### config.mk
export PLATFORM = sky130hd
export DESIGN_NAME = fifo_write_arbiter
export DESIGN_NICKNAME = d
export VERILOG_FILES = /design/src/rtl/fifo_arb_pkg.sv /design/src/rtl/rr_pick.sv /design/src/rtl/fifo_write_arbiter.sv
export SDC_FILE = /design/constraint.sdc
export NUM_CORES = 1
export LEC_CHECK = 0
export CORE_UTILIZATION = 25
export DETAILED_ROUTE_END_ITERATION = 7
export PLACE_DENSITY_LB_ADDON = 0.2
export SKIP_CTS_REPAIR_TIMING = 1
export SLEW_MARGIN = 20
export SYNTH_ARGS = -nofsm -noshare
export SYNTH_HDL_FRONTEND = slang
export SYNTH_SLANG_ARGS = --single-unit
### constraint.sdc
create_clock -name clk -period 1.9 [get_ports clk]
set_input_delay 0.38 -clock clk [delete_from_list [all_inputs] [get_ports clk]]
set_output_delay 0.38 -clock clk [all_outputs]
set_load 0.1 [all_outputs]
### src/rtl/fifo_arb_pkg.sv
// Shared types and default sizing for the FIFO write arbiter.
//   arb_state_e   : arbiter FSM state (IDLE, GRANT)
//   DEF_*         : default DATA_WIDTH / NUM_REQ / BURST_LEN
//   idx_width()   : bits needed to index NUM_REQ requesters (min 1)
package fifo_arb_pkg;

  localparam int unsigned DEF_DATA_WIDTH = 8;
  localparam int unsigned DEF_NUM_REQ    = 4;
  localparam int unsigned DEF_BURST_LEN  = 4;

  typedef enum logic {
    IDLE  = 1'b0,
    GRANT = 1'b1
  } arb_state_e;

  function automatic int unsigned idx_width(input int unsigned n);
    return (n > 1) ? $clog2(n) : 1;
  endfunction

endpackage

### src/rtl/rr_pick.sv
// Rotating-priority picker: one-hot select of the first valid requester,
// searching upward from rr_ptr and wrapping at NUM_REQ.
//   req_valid : per-requester valid
//   rr_ptr    : index with highest priority this cycle
//   pick      : one-hot winner, all zero when nothing is valid
module rr_pick
  import fifo_arb_pkg::*;
#(
  parameter  int unsigned NUM_REQ = DEF_NUM_REQ,
  localparam int unsigned IW      = idx_width(NUM_REQ)
) (
  input  logic [NUM_REQ-1:0] req_valid,
  input  logic [IW-1:0]      rr_ptr,
  output logic [NUM_REQ-1:0] pick
);

  // One extra bit so rr_ptr + k never overflows before the wrap subtract.
  logic [IW:0] cand;
  logic        found;

  always_comb begin
    pick  = '0;
    found = 1'b0;
    cand  = '0;
    for (int unsigned k = 0; k < NUM_REQ; k++) begin
      cand = {1'b0, rr_ptr} + (IW+1)'(k);
      if (cand >= (IW+1)'(NUM_REQ)) cand = cand - (IW+1)'(NUM_REQ);
      if (!found && req_valid[IW'(cand)]) begin
        pick[IW'(cand)] = 1'b1;
        found           = 1'b1;
      end
    end
  end

endmodule

### src/rtl/fifo_write_arbiter.sv
// Round-robin burst arbiter merging NUM_REQ word streams into one FIFO
// write port. A grant lasts up to BURST_LEN accepted words, ends early when
// the owner drops valid, and is always followed by one IDLE cycle.
// req_ready / fifo_write / fifo_din are combinational from the registered
// grant so an accepted word reaches the FIFO in the same cycle.
//   clk, reset      : clock, asynchronous active-low reset
//   req_valid/data  : per-requester word and valid (packed, i*DATA_WIDTH)
//   req_ready       : per-requester accept strobe
//   fifo_din/write  : FIFO write data and strobe
//   fifo_full/alf   : FIFO full (stalls burst) / almost-full (blocks grant)
//   grant           : one-hot current owner
//   busy            : high in GRANT
module fifo_write_arbiter
  import fifo_arb_pkg::*;
#(
  parameter int unsigned DATA_WIDTH = DEF_DATA_WIDTH,
  parameter int unsigned NUM_REQ    = DEF_NUM_REQ,
  parameter int unsigned BURST_LEN  = DEF_BURST_LEN
) (
  input  logic                          clk,
  input  logic                          reset,
  input  logic [NUM_REQ-1:0]            req_valid,
  input  logic [NUM_REQ*DATA_WIDTH-1:0] req_data,
  output logic [NUM_REQ-1:0]            req_ready,
  output logic [DATA_WIDTH-1:0]         fifo_din,
  output logic                          fifo_write,
  input  logic                          fifo_full,
  input  logic                          fifo_alf,
  output logic [NUM_REQ-1:0]            grant,
  output logic                          busy
);

  localparam int unsigned IW = idx_width(NUM_REQ);
  localparam int unsigned BW = $clog2(BURST_LEN + 1);

  arb_state_e         state;
  logic [BW-1:0]      beat_cnt;
  logic [IW-1:0]      rr_ptr;
  logic [IW-1:0]      owner;
  logic [IW-1:0]      pick_idx;
  logic [IW-1:0]      next_ptr;
  logic [NUM_REQ-1:0] pick;
  logic               owner_valid;
  logic               xfer;
  logic               last_beat;

  rr_pick #(
    .NUM_REQ (NUM_REQ)
  ) u_rr_pick (
    .req_valid (req_valid),
    .rr_ptr    (rr_ptr),
    .pick      (pick)
  );

  // Binary index of the picked requester, stored so the data mux stays small.
  always_comb begin
    pick_idx = '0;
    for (int unsigned i = 0; i < NUM_REQ; i++) begin
      if (pick[i]) pick_idx = IW'(i);
    end
  end

  assign owner_valid = (state == GRANT) & req_valid[owner];
  assign xfer        = owner_valid & ~fifo_full;
  assign last_beat   = (beat_cnt == BW'(BURST_LEN - 1));
  assign next_ptr    = (owner == IW'(NUM_REQ - 1)) ? '0 : owner + IW'(1);

  assign req_ready  = grant & {NUM_REQ{~fifo_full}};
  assign fifo_write = xfer;
  assign fifo_din   = (|grant) ? req_data[32'(owner)*DATA_WIDTH +: DATA_WIDTH]
                               : '0;
  assign busy       = (state == GRANT);

  // Arbiter FSM; grant is the registered owner vector.
  always_ff @(posedge clk or negedge reset) begin
    if (!reset) begin
      state    <= IDLE;
      grant    <= '0;
      owner    <= '0;
      beat_cnt <= '0;
      rr_ptr   <= '0;
    end else begin
      case (state)
        IDLE: begin
          if ((|req_valid) && !fifo_alf) begin
            state    <= GRANT;
            grant    <= pick;
            owner    <= pick_idx;
            beat_cnt <= '0;
          end
        end
        GRANT: begin
          if (xfer) beat_cnt <= beat_cnt + BW'(1);
          // Owner went quiet, or this accept completes the burst.
          if (!owner_valid || (xfer && last_beat)) begin
            state  <= IDLE;
            grant  <= '0;
            rr_ptr <= next_ptr;
          end
        end
        default: begin
          state <= IDLE;
          grant <= '0;
        end
      endcase
    end
  end

endmodule
==> run_results.csv <==
group,metric,value,unit
run_status,status,"complete, but fails checks",
run_status,failed_checks,"negative setup slack",
synthesis,syn_area,1150,µm²
critical_path,crit_chain,"inv_4 > ha_4 > mux4_2 > buf_6 > nor4b_4 > buf_4 > nand2_2 > and3_4 > a21oi_2",
placement,io_buffers,57,
critical_path,r2r_end,"owner[1]",
critical_path,path_depth,9,
critical_path,cpPeakStageDelay,0.43,ns
final_layout,antennaDiodeCount,0,
hold_path,min_path_type,"in2async",
clock_network,clock_latency,0.24,ns
synthesis,yosysUniqueCellTypes,33,
floorplan,initial_core_util,0.2623,
floorplan,fp.dieH,69.82,µm
clock_network,clk_pin_slew,0.05,ns
critical_path,path_max_fanout,5,
synthesis,synth-edff-count,0,
critical_path,path_buf_inv,3,
floorplan,dieWidth,69.82,µm
global_routing,grt_first_pass_wirelength,5.464,mm
timing,finalClockSkew,0.002577,ns
placement,placed_area,2222,µm²
critical_path,reg2reg_setup_slack,-0.15,ns
floorplan,rows,24,
floorplan,core-area,4384,µm²
timing,period_share,1.079,
detailed_routing,via_per_inst,5.043,
critical_path,endpoint_kind,"flip-flop",
clock_network,numCtsBuffers,3,
global_routing,first_global_vias,1162,
detailed_routing,wl_per_cell,15.06,µm
synthesis,postSynthAreaPerCell,11.61,µm²
final_layout,final_nets,230,
timing,finalHoldViolCount,0,
global_routing,track_usage,0.1391,
flow_run,drv_cap,0,
placement,dp_hpwl,2.828,mm
critical_path,crit_type,"reg2reg",
critical_path,startpoint,"rr_ptr[0]",
detailed_routing,num_vias,1170,
final_layout,fillCellCount,367,
critical_path,crit_end,"owner[1]",
final_layout,drive_above_1_share,0.5222,
synthesis,seq_area_frac_synth,0.2612,
timing,worst_slack,-0.1503,ns
detailed_routing,route.detailed.drc,0,
synthesis,synth_cells,99,
timing,fmax,0.4877,GHz
clock_network,cts_tree,"done",
critical_path,crit_required,2.06,ns
final_layout,area_delta_synth_final,107.5,%
floorplan,die_area,4875,µm²
timing,slew-limit-headroom,0.6281,
synthesis,synth_nets,148,
critical_path,worstSetupStartpointType,"flip-flop",
final_layout,fin_area,2386,µm²
synthesis,ys_async_sr_fraction,1.000,
detailed_routing,drtIter0Drc,12,
critical_path,r2r-start,"rr_ptr[0]",
timing,setup_tns,-1.419,ns
clock_network,cts_root_buf,"clkbuf_8",
critical_path,cp_slowest_cell,"dfrtp_2",
clock_network,clockBufferDepth,2,
timing,rsz0062_at_grt,"true",
timing,worstMarginPinSlew,0.5548,ns
timing,finalMaxSlewViolations,0,
critical_path,crit_arrival,2.21,ns
floorplan,io_pins,58,
critical_path,reg2reg_depth,9,
clock_network,cts.sinks,12,
timing,setup_viol,15,
synthesis,ys_ff_latch,12,
critical_path,cp_top_family,"simple AND/OR/NAND/NOR gates",
global_routing,antenna_found_initial,0,
timing,fin_crit,2.050,ns
clock_network,cts_max_level,1,
detailed_routing,drt_pass1_iterations,4,
synthesis,ys_dominant_reg_cell,"dfrtp_1",
global_routing,grt_max_degree,13,
global_routing,overflow,0,
synthesis,yosysWarnings,0,
detailed_routing,drtAntennaViolNets,0,
placement,gp_congestion,0.7921,
detailed_routing,finalWirelength,3.495,mm
[synth_stat cells (2+ instances only)]
library cell  instances  share of area
ha_1                  9          0.098
nor4_1                2          0.011
mux2_2                2          0.020
mux4_2               11           0.22
nand2_1               6          0.020
inv_1                 3         0.0098
nor2b_1              13          0.071
nor2_1                5          0.016
dfrtp_1              12           0.26
mux4_1                2          0.046
o31ai_1               2          0.013
and3_1                3          0.016
o21ai_0               2         0.0087
a21oi_1               5          0.022
a221o_1               2          0.017
a21o_1                3          0.020
[registers in the layout, indices dropped and copies added (netlist names)]
| name | cells |
|---|---|
| grant | 4 |
| beat_cnt | 3 |
| busy | 1 |
| rr_ptr | 2 |
| owner | 2 |
[final cells by class]
type	instances	area, µm²	area share
Timing Repair Buffer	80	969.7	0.4064
Clock buffer	4	55.05	0.02307
Sequential cell	12	310.3	0.1300
Tap cell	52	65.06	0.02727
Inverter	3	13.76	0.005768
Multi-Input combinational cell	81	972.2	0.4074
[worst reg2reg max path, cell delays in order (launching register included)]
cell and delay [ns]:
dfrtp_2 0.43, inv_4 0.05, ha_4 0.27, mux4_2 0.32
buf_6 0.15, nor4b_4 0.25, buf_4 0.18, nand2_2 0.07
and3_4 0.16, a21oi_2 0.11
[per-stage QoR]
| stage | worst slack (ns) | hold slack [ns] | cells | utilization |
|---|---|---|---|---|
| after floorplan | -0.3237 | 0.08441 | 99 | - |
| after CTS | -0.2765 | 0.4980 | 226 | 0.5194 |
| after global placement | -0.3806 | 0.4630 | 222 | 0.5068 |
| after detailed placement | -0.5147 | 0.4854 | 222 | 0.5068 |
| final | -0.1503 | 0.4900 | 232 | 0.5442 |
| after global routing | -0.2407 | 0.5218 | 232 | 0.5442 |
[cell usage in the layout (no fill, tap or decap), types with 2 or more instances in the layout]
cell	n
nor2_1	4
buf_12	20
dlymetal6s2s_1	4
and3_1	2
mux4_2	13
inv_1	2
nor2b_2	2
mux2_2	2
nor2b_4	11
buf_4	18
clkbuf_8	4
ha_1	8
o31ai_1	2
clkdlybuf4s50_1	35
nand2_2	2
nand2_1	5
a21oi_1	4
buf_6	3
a21o_1	3
a221o_1	2
dfrtp_2	5
dfrtp_1	6
o21ai_0	2
[routing by layer]
layer	track usage	share of wire
met5	0	0
met4	0.01333	0
met3	0.03779	0.094
met1	0.1702	0.40
met2	0.2511	0.51
[kinds of logic (layout without fill, tap and decap cells)]
logic type                 after synthesis  in the layout  synth area share
muxes                                   15             15            0.2807
DFF                                     12             12            0.2612
AOI/OAI and AO/OA                       19             19            0.1208
buffers and inverters                    6             87           0.03046
and+or+nand+nor                         38             38            0.2089
adders and majority gates                9              9           0.09793
[worst min path at each step]
stage | from | end | slack (ns) | depth (start not counted)
after floorplan | reset | beat_cnt[0] | 0.08 | 0
after global placement | beat_cnt[1] | beat_cnt[1] | 0.46 | 1
final | reset | rr_ptr[1] | 0.49 | 1
after detailed placement | beat_cnt[1] | beat_cnt[1] | 0.49 | 1
after CTS | beat_cnt[1] | beat_cnt[1] | 0.50 | 1
after global routing | beat_cnt[1] | beat_cnt[1] | 0.52 | 1
Power is left out: the tool's default activity adds up to more than one toggle a clock period on the data nets, which glitch-free logic cannot reach.
